`src/rtl/uart_echo_responder.sv`:
```
// uart_echo_responder: bench-side UART far end; receives 8N1 bytes, buffers them, echoes them XORed with XOR_MASK.
// Ports:
//    clock, resetb            rising-edge clock, asynchronous active-low reset
//    enable                   receiver enable; low aborts any frame being received
//    tx_hold                  blocks the start of new transmit frames
//    uart_rx / uart_tx        serial in / serial out, both idle high
//    rx_valid, rx_data        one-cycle good-frame pulse and last good byte (before the mask)
//    rx_byte_count            good frames received (saturating)
//    frame_error_count        frames with a low stop bit (saturating)
//    fifo_overflow            sticky, set when a good byte is dropped on a full FIFO
//    busy                     either FSM active or FIFO holding data
module uart_echo_responder #(
   parameter int         CLOCKS_PER_BIT  = 16,
   parameter int         FIFO_DEPTH_LOG2 = 3,
   parameter logic [7:0] XOR_MASK        = 8'h00
) (
   input  logic        clock,
   input  logic        resetb,
   input  logic        enable,
   input  logic        tx_hold,
   input  logic        uart_rx,
   output logic        uart_tx,
   output logic        rx_valid,
   output logic [7:0]  rx_data,
   output logic [15:0] rx_byte_count,
   output logic [7:0]  frame_error_count,
   output logic        fifo_overflow,
   output logic        busy
);
   localparam int TW = $clog2(CLOCKS_PER_BIT);
   localparam int AW = FIFO_DEPTH_LOG2;
   localparam logic [TW-1:0] HALF_LAST = TW'(CLOCKS_PER_BIT / 2 - 1);
   localparam logic [TW-1:0] BIT_LAST  = TW'(CLOCKS_PER_BIT - 1);
   // The TX stop bit spends one cycle less in STOP; the IDLE cycle that follows supplies the last high
   // cycle, so back-to-back frames carry exactly one full stop bit.
   localparam logic [TW-1:0] STOP_LAST = TW'(CLOCKS_PER_BIT - 2);

   typedef enum logic [2:0] {RX_IDLE, RX_START, RX_DATA, RX_STOP, RX_WAIT} rx_state_t;
   typedef enum logic [1:0] {TX_IDLE, TX_START, TX_DATA, TX_STOP} tx_state_t;

   rx_state_t       r_rx_state, w_rx_state;
   tx_state_t       r_tx_state, w_tx_state;
   logic            r_meta, r_sync;
   logic [TW-1:0]   r_rx_timer, w_rx_timer, r_tx_timer, w_tx_timer;
   logic [2:0]      r_rx_bits, w_rx_bits, r_tx_bits, w_tx_bits;
   logic [7:0]      r_rx_shift, w_rx_shift, r_tx_shift, w_tx_shift;
   logic            w_rx_good, w_rx_ferr, w_push, w_pop, w_empty, w_full;
   logic [AW:0]     r_wr_ptr, r_rd_ptr;
   logic [7:0]      r_mem [2**AW];
   logic            r_uart_tx, r_rx_valid, r_ovf;
   logic [7:0]      r_rx_data, r_fe_cnt;
   logic [15:0]     r_rx_cnt;

   assign w_empty = r_wr_ptr == r_rd_ptr;
   assign w_full  = (r_wr_ptr[AW-1:0] == r_rd_ptr[AW-1:0]) && (r_wr_ptr[AW] != r_rd_ptr[AW]);
   // A pop in the same cycle frees a slot, so a push at full is still accepted then.
   assign w_push  = w_rx_good && (!w_full || w_pop);

   always_comb begin
      w_rx_state = r_rx_state;
      w_rx_timer = r_rx_timer + 1'b1;
      w_rx_bits  = r_rx_bits;
      w_rx_shift = r_rx_shift;
      w_rx_good  = 1'b0;
      w_rx_ferr  = 1'b0;
      if (!enable)
         w_rx_state = RX_IDLE;
      else
         case (r_rx_state)
            RX_IDLE: begin
               w_rx_timer = '0;
               if (!r_sync) w_rx_state = RX_START;
            end
            RX_START:
               if (r_rx_timer == HALF_LAST) begin
                  w_rx_timer = '0;
                  w_rx_bits  = '0;
                  w_rx_state = r_sync ? RX_IDLE : RX_DATA;
               end
            RX_DATA:
               if (r_rx_timer == BIT_LAST) begin
                  w_rx_timer = '0;
                  w_rx_shift = {r_sync, r_rx_shift[7:1]};
                  w_rx_bits  = r_rx_bits + 3'd1;
                  if (r_rx_bits == 3'd7) w_rx_state = RX_STOP;
               end
            RX_STOP:
               if (r_rx_timer == BIT_LAST) begin
                  w_rx_good  = r_sync;
                  w_rx_ferr  = !r_sync;
                  w_rx_state = r_sync ? RX_IDLE : RX_WAIT;
               end
            RX_WAIT:
               if (r_sync) w_rx_state = RX_IDLE;
            default:
               w_rx_state = RX_IDLE;
         endcase
   end

   always_comb begin
      w_tx_state = r_tx_state;
      w_tx_timer = r_tx_timer + 1'b1;
      w_tx_bits  = r_tx_bits;
      w_tx_shift = r_tx_shift;
      w_pop      = 1'b0;
      case (r_tx_state)
         TX_IDLE: begin
            w_tx_timer = '0;
            if (!w_empty && !tx_hold) begin
               w_pop      = 1'b1;
               w_tx_shift = r_mem[r_rd_ptr[AW-1:0]];
               w_tx_state = TX_START;
            end
         end
         TX_START:
            if (r_tx_timer == BIT_LAST) begin
               w_tx_timer = '0;
               w_tx_bits  = '0;
               w_tx_state = TX_DATA;
            end
         TX_DATA:
            if (r_tx_timer == BIT_LAST) begin
               w_tx_timer = '0;
               w_tx_bits  = r_tx_bits + 3'd1;
               w_tx_shift = {1'b0, r_tx_shift[7:1]};
               if (r_tx_bits == 3'd7) w_tx_state = TX_STOP;
            end
         TX_STOP:
            if (r_tx_timer == STOP_LAST) w_tx_state = TX_IDLE;
         default:
            w_tx_state = TX_IDLE;
      endcase
   end

   always_ff @(posedge clock or negedge resetb)
      if (!resetb) begin
         r_meta     <= 1'b1;
         r_sync     <= 1'b1;
         r_rx_state <= RX_IDLE;
         r_tx_state <= TX_IDLE;
         r_rx_timer <= '0;
         r_tx_timer <= '0;
         r_rx_bits  <= '0;
         r_tx_bits  <= '0;
         r_rx_shift <= '0;
         r_tx_shift <= '0;
         r_wr_ptr   <= '0;
         r_rd_ptr   <= '0;
         r_uart_tx  <= 1'b1;
         r_rx_valid <= 1'b0;
         r_rx_data  <= '0;
         r_rx_cnt   <= '0;
         r_fe_cnt   <= '0;
         r_ovf      <= 1'b0;
      end else begin
         r_meta     <= uart_rx;
         r_sync     <= r_meta;
         r_rx_state <= w_rx_state;
         r_tx_state <= w_tx_state;
         r_rx_timer <= w_rx_timer;
         r_tx_timer <= w_tx_timer;
         r_rx_bits  <= w_rx_bits;
         r_tx_bits  <= w_tx_bits;
         r_rx_shift <= w_rx_shift;
         r_tx_shift <= w_tx_shift;
         r_uart_tx  <= (r_tx_state == TX_START) ? 1'b0 : (r_tx_state == TX_DATA) ? r_tx_shift[0] : 1'b1;
         r_rx_valid <= w_rx_good;
         if (w_rx_good) r_rx_data <= r_rx_shift;
         if (w_rx_good && r_rx_cnt != 16'hFFFF) r_rx_cnt <= r_rx_cnt + 16'd1;
         if (w_rx_ferr && r_fe_cnt != 8'hFF) r_fe_cnt <= r_fe_cnt + 8'd1;
         if (w_rx_good && w_full && !w_pop) r_ovf <= 1'b1;
         if (w_push) r_wr_ptr <= r_wr_ptr + 1'b1;
         if (w_pop) r_rd_ptr <= r_rd_ptr + 1'b1;
      end

   // Storage needs no reset: the pointers alone define which entries are valid.
   always_ff @(posedge clock)
      if (w_push) r_mem[r_wr_ptr[AW-1:0]] <= r_rx_shift ^ XOR_MASK;

   assign uart_tx           = r_uart_tx;
   assign rx_valid          = r_rx_valid;
   assign rx_data           = r_rx_data;
   assign rx_byte_count     = r_rx_cnt;
   assign frame_error_count = r_fe_cnt;
   assign fifo_overflow     = r_ovf;
   assign busy              = (r_rx_state != RX_IDLE) || (r_tx_state != TX_IDLE) || !w_empty;
endmodule

```
`config.mk`:
```
export PLATFORM = sky130hd
export DESIGN_NAME = uart_echo_responder
export DESIGN_NICKNAME = d
export VERILOG_FILES = /design/src/rtl/uart_echo_responder.sv
export SDC_FILE = /design/constraint.sdc
export NUM_CORES = 1
export LEC_CHECK = 0
export ABC_AREA = 1
export CORE_AREA = 4 4 113 115
export CTS_CLUSTER_SIZE = 28
export DETAILED_ROUTE_END_ITERATION = 10
export DIE_AREA = 0 0 117 119
export GPL_TIMING_DRIVEN = 0
export PLACE_DENSITY = 0.78
export SLEW_MARGIN = 5
export SYNTH_ARGS = -nofsm -noshare
export SYNTH_HDL_FRONTEND = slang
export SYNTH_SLANG_ARGS = --single-unit
```
`constraint.sdc`:
```
create_clock -name clock -period 3.3 [get_ports clock]
set_clock_uncertainty 0.2 [all_clocks]
set_input_delay 0.66 -clock clock [delete_from_list [all_inputs] [get_ports clock]]
set_output_delay 0.66 -clock clock [all_outputs]
set_load 0.05 [all_outputs]
```
# Word-level counts from Yosys, hierarchy flattened

Memory sizes are Yosys's and may differ from the RTL's.
Cells that the tools add are included.

Input bits: 5
Flip-flop bits (word level): 80
Bits in writable memories: 64
Output and inout bits: 36
Memories: 1

Memories:

| memory | words | width | read ports | clocked after Yosys merged registers in | write ports | line | source |
|---|---|---|---|---|---|---|---|
| r_mem  | 8     | 8     | 1          | 0                                       | 1           | 49   | `logic [7:0] r_mem [2**AW];` |

Reductions and logical operators: 29
Equal/unequal tests: 31
Multiplexer cells: 43
Add/subtract/negate cells: 8

Operators with widths:

| cell                                                            | count |
|---|---|
| 3-bit 2-to-1 mux                                                | 12 |
| 3-bit != test, second input constant                            | 6 |
| 16-bit by 1-bit adder with 16-bit output, second input constant | 1 |
| 4-bit by 1-bit adder with 4-bit output, second input constant   | 4 |
| 4-bit 2-to-1 mux                                                | 4 |
| 8-bit 2-to-1 mux                                                | 2 |
| 16-bit != test, second input constant                           | 1 |
| 8-bit case mux with 2 select lines                              | 1 |
| 3-bit case mux with 5 select lines                              | 1 |
| 2-bit != test, second input constant                            | 7 |
| 4-bit equality test, second input constant                      | 3 |
| 1-bit 2-to-1 mux                                                | 12 |
| 2-bit 2-to-1 mux                                                | 6 |
| 3-bit case mux with 2 select lines                              | 2 |
| 4-bit case mux with 3 select lines                              | 1 |
| 3-bit equality test, second input constant                      | 3 |
| 3-bit AND reduction                                             | 3 |
| 8-bit by 1-bit adder with 8-bit output, second input constant   | 1 |
| 8-bit != test, second input constant                            | 1 |
| 2-bit case mux with 4 select lines                              | 1 |
| 4-bit case mux with 2 select lines                              | 1 |
| 2-bit nonzero test                                              | 4 |
| 1-bit logical AND                                               | 7 |
| 3-bit by 1-bit adder with 3-bit output, second input constant   | 2 |
| other kinds (17)                                                | 25 |

# Depth between registers and ports, before layout

Word-level depth: 9
Depth in mapped cells: 11
Gate-level depth less buffers: 10

# Worst setup path before layout

Ideal clock, no wire load.

Kind: input to register
From: input port enable
To: memory r_mem[6][0], enable pin
Stages on the path: 5
Setup slack: 827 ps
Data arrival time: 1903 ps
Path buffers: 1
Library setup time: 370 ps
Path through: buf_2 -> nand2_1 -> nor3_4 -> nand3_1 -> nor2_1

Longest elaborated chain between the ends: 4

Ends and longest elaborated chain:

| what                                   | line | source |
|---|---|---|
| from (decl)                            | 19   | `input logic enable,` |
| 1-bit 2-to-1 mux                       | 66   | `if (!enable)` |
| via w_rx_good                          | 47   | `logic w_rx_good, w_rx_ferr, w_push, w_pop, w_empty, w_full;` |
| 1-bit logical AND                      | 57   | `assign w_push = w_rx_good && (!w_full \|\| w_pop);` |
| 1-bit 2-to-1 mux                       | 178  | `if (w_push) r_mem[r_wr_ptr[AW-1:0]] <= r_rx_shift ^ XOR_MASK;` |
| 1-bit 2-to-1 mux (implied by the code) | 178  |  |
| to (decl)                              | 49   |  |

The timed path passes the listed nets, and every way through them passes these cells.

# Final worst setup path

From: register r_rd_ptr[1]
To: output port busy

Longest elaborated chain between the ends: 3

Ends and longest elaborated chain:

| what                   | line | source |
|---|---|---|
| from (decl)            | 48   | `logic [AW:0] r_wr_ptr, r_rd_ptr;` |
| from (signal assigned) | 173  | `if (w_pop) r_rd_ptr <= r_rd_ptr + 1'b1;` |
| 4-bit equality test    | 54   | `assign w_empty = r_wr_ptr == r_rd_ptr;` |
| 1-bit zero test        | 186  | `assign busy = (r_rx_state != RX_IDLE) \|\| (r_tx_state != TX_IDLE) \|\| !w_empty;` |
| 1-bit logical OR       | 186  |  |
| to (decl)              | 28   | `output logic busy` |

No other way between the ends.

==> flow_summary.json <==
{
  "finalSetupViolCount": 0,
  "rsz0062_at_grt": "no",
  "whs_endpoint": "r_sync$_DFF_PN1_",
  "p_sw_uw": 1860,
  "synth-seq-cells": 144,
  "drcViolationCount": 0,
  "syn_avg_cell_area_sq_um": 9.14,
  "outcome": "finished, final reports clean",
  "ir_drop_v": 0.000372,
  "path_common_cell": "nand2_1",
  "cts_root_buffer": "clkbuf_16",
  "core_sq_um": 11800,
  "max_stage_delay_ns": 0.72,
  "syn_nets": 766,
  "r2r_slack_ns": 0.41,
  "post_drt_wl_per_cell_um": 15.3,
  "reg2reg_to": "r_mem[0][2]$_DFFE_PP_",
  "reg2reg_depth": 7,
  "dr.pass1.iters": 7,
  "grt_pass1_wl_mm": 24.8,
  "max_slew_margin_pct": 46.7,
  "fin_crit_sh_pct": 94.7,
  "syn_to_final_growth_pct": 18.3,
  "slowest_stage": "clkdlybuf4s50_1",
  "worstHoldPathCells": 0,
  "critical_path_class": "flop to primary output",
  "hold_class": "flop to flop",
  "cts_buffer_depth": 2,
  "syn_inst": 744,
  "maxSlewViolCount": 0,
  "clk_latency_ns": 0.43,
  "die_w_um": 117,
  "hold_viol_final": 0,
  "powerDensity_nw_per_um2": 701,
  "globalplace.congestion": 0.912,
  "grt_pass1_vias": 5253,
  "initial_core_util_pct": 57.6,
  "fin_crit_ns": 3.12,
  "r2r_start": "r_rx_timer[0]$_DFF_PN0_",
  "vias": 5207,
  "fin_tns_setup_ns": 0,
  "synth_cell_types": 37,
  "drtIter0Drc": 346,
  "p_int_uw": 3770,
  "worstPathCellList": "inv_2, nand2_1, nand2_1, nor2_1, nand4_1, clkdlybuf4s50_1",
  "ys_warn_count": 0,
  "dp_hpwl_mm": 10.1,
  "drv_cap": 0,
  "cts_tree": "done",
  "finalPower_uw": 5640,
  "fill_cells": 842,
  "path_buf_inv": 2,
  "fp.dieArea_sq_um": 13900,
  "swShare_pct": 33.1,
  "crit_family": "buffers and inverters",
  "post_drt_via_cell_ratio": 5.40,
  "synth_area_sq_um": 6800,
  "rows": 40,
  "io_buffers": 39,
  "cp.required_ns": 2.44,
  "p_comb_share_pct": 25.7,
  "cts_buffers": 17,
  "drive_gt1_share_pct": 8.57,
  "hold_path.startpoint": "r_meta$_DFF_PN1_",
  "crit_arrival_ns": 2.26,
  "finish.net_count": 826,
  "grt_max_degree": 54,
  "gr-usage-all-layers_pct": 22.8,
  "die_h_um": 119,
  "post-cts-setup-buffer-count": 0,
  "power.leakage_uw": 0.00369,
  "crit_path_max_fanout": 9,
  "clk_pin_slew_worst_paths_ns": 0.06,
  "antenna_found_initial": 0,
  "fmax_mhz": 320,
  "totalWireLength_mm": 14.8,
  "diodes": 0,
  "worst_pin_slew_ns": 0.797,
  "worst_setup_path_start_kind": "flop",
  "clockPowerShare_pct": 35.9,
  "p_seq_share_pct": 38.4,
  "end_kind": "primary output",
  "ctsHtreeMaxLevel": 4,
  "grt.overflow.total": 0,
  "ioPinCount": 41,
  "synth.yosys.seq_area_share_pct": 57.8,
  "clkSinkCount": 144,
  "drtAntennaViolNets": 0
}
==> worst max-delay path by stage <==
stage / from / slack [ns] / depth (start not counted) / end
after floorplan: enable / 0.83 / 5 / r_mem[6][0]$_DFFE_PP_
after global placement: resetb / -1.48 / 1 / frame_error_count[2]$_DFFE_PN0P_
after detailed placement: enable / 0.28 / 5 / r_mem[0][2]$_DFFE_PP_
after CTS: r_rd_ptr[1]$_DFFE_PN0P_ / 0.17 / 6 / busy
after global routing: r_rd_ptr[1]$_DFFE_PN0P_ / 0.06 / 6 / busy
final: r_rd_ptr[1]$_DFFE_PN0P_ / 0.18 / 6 / busy
==> cell usage in the layout (no fill, tap or decap), drive strengths merged <==
master / count
nand2: 228
nor2: 86
inv: 86
dfrtp: 77
edfxtp: 64
nand3: 59
o21ai: 39
clkdlybuf4s50: 38
clkbuf: 30
ha: 17
nor3: 14
xor2: 12
nand4: 12
o211ai: 10
xnor2: 7
buf: 7
a21oi: 5
clkinvlp: 5
clkinv: 5
bufinv: 4
or2: 3
dfstp: 3
a22o: 2
o2111ai: 1
a2bb2oi: 1
o21bai: 1
dlygate4sd3: 1
==> power by group through the flow <==
stage          Combinational, uW  Sequential, uW  Clock, uW
6_report                    1450            2170       2020
5_1_grt                     1670            2180       2140
4_1_cts                     1450            2160       2040
3_5_place_dp                1430            2190          0
3_3_place_gp                1370            2180          0
2_1_floorplan               1040            2180          0
==> per-layer routing <==
| metal | vias up | routed length, um | global-route usage, % |
|---|---|---|---|
| met4 | 0 | 256 | 7.10 |
| met1 | 2501 | 6330 | 28.9 |
| met3 | 28 | 650 | 6.10 |
| met2 | 148 | 7530 | 38.0 |
| li1 | 2530 | - | - |
| met5 | - | 0 | 0 |
==> Yosys cell counts <==
cell	n	area [sq um]
buf_8	1	15.0
nor3_1	12	60.1
inv_1	81	304
clkbuf_1	10	37.5
o21bai_2	1	11.3
nor2_2	2	12.5
nand2_1	226	848
buf_6	2	22.5
buf_2	2	10.0
a22o_1	2	17.5
ha_1	17	213
o2111ai_2	1	15.0
o21ai_0	28	140
dfrtp_1	77	1930
nand3_2	3	30.0
xor2_1	12	105
or2_2	3	18.8
xnor2_1	7	61.3
nand3_1	55	275
clkinv_1	1	3.75
nand3_4	1	17.5
nor3_2	1	10.0
dfstp_2	3	78.8
nand2_4	1	11.3
o21ai_2	8	70.1
inv_4	1	6.26
o211ai_1	10	75.1
clkbuf_2	1	5.00
nand4_1	12	75.1
o21ai_1	3	15.0
nor2_1	84	315
nor3_4	1	16.3
a2bb2oi_1	1	8.76
nand2_2	1	6.26
a21oi_1	5	25.0
edfxtp_1	64	1920
inv_2	4	15.0
==> layout make-up <==
class | instances | area [sq um] | area share (%)
sequential | 144 | 3930 | 48.8
multi-input combinational | 497 | 2450 | 30.5
clock buffer | 19 | 443 | 5.51
timing repair buffer | 41 | 425 | 5.29
inverter | 87 | 329 | 4.09
clock inverter | 13 | 189 | 2.35
tap | 147 | 184 | 2.29
buffer | 16 | 90.1 | 1.12
==> through the flow <==
stage          area, sq um  setup slack, ns  utilization, %  std cells  hold slack (ns)
6_report              8040            0.176            68.1        964            0.161
5_1_grt               8040           0.0588            68.1        964            0.168
4_1_cts               8040            0.169            68.1        964            0.160
3_5_place_dp          7400            0.284            62.6        931            0.151
3_3_place_gp          7370            -1.48            62.4        930            0.146
2_1_floorplan         6800            0.827               -        744            0.145
==> sequential cells by signal (all words and copies together), names as in the netlist <==
signal,cells
fifo_overflow,1
frame_error_count,8
r_mem,64
r_meta,1
r_rd_ptr,4
r_rx_bits,3
r_rx_shift,8
r_rx_state,3
r_rx_timer,4
r_sync,1
r_tx_bits,3
r_tx_shift,8
r_tx_state,2
r_tx_timer,4
r_wr_ptr,4
rx_byte_count,16
rx_data,8
rx_valid,1
uart_tx,1
==> cell families (layout without fill, tap and decap cells) <==
kind of cell | after synthesis | count (layout) | synth area share [%]
xor gates and xnor gates | 19 | 19 | 2.45
and+or+nand+nor | 402 | 402 | 24.9
buffers and inverters | 103 | 176 | 6.16
DFF | 144 | 144 | 57.8
AOI/OAI and AO/OA | 59 | 59 | 5.56
adders and majority gates | 17 | 17 | 3.13
==> worst reg2reg max path: cells and delay by family (launching register included) <==
| kind | cells | cell delay, ns |
|---|---|---|
| adders and majority gates | 1 | 0.20 |
| buffers and inverters | 1 | 0.10 |
| and+or+nand+nor | 5 | 1.64 |
| DFF | 1 | 0.39 |
==> timing repair <==
item | in CTS | in global routing
resized for setup | 0 | 0
hold endpoints to repair | 26 | 0
hold buffers | 1 | 0
No activity file was read; power rests on OpenSTA's default activity.
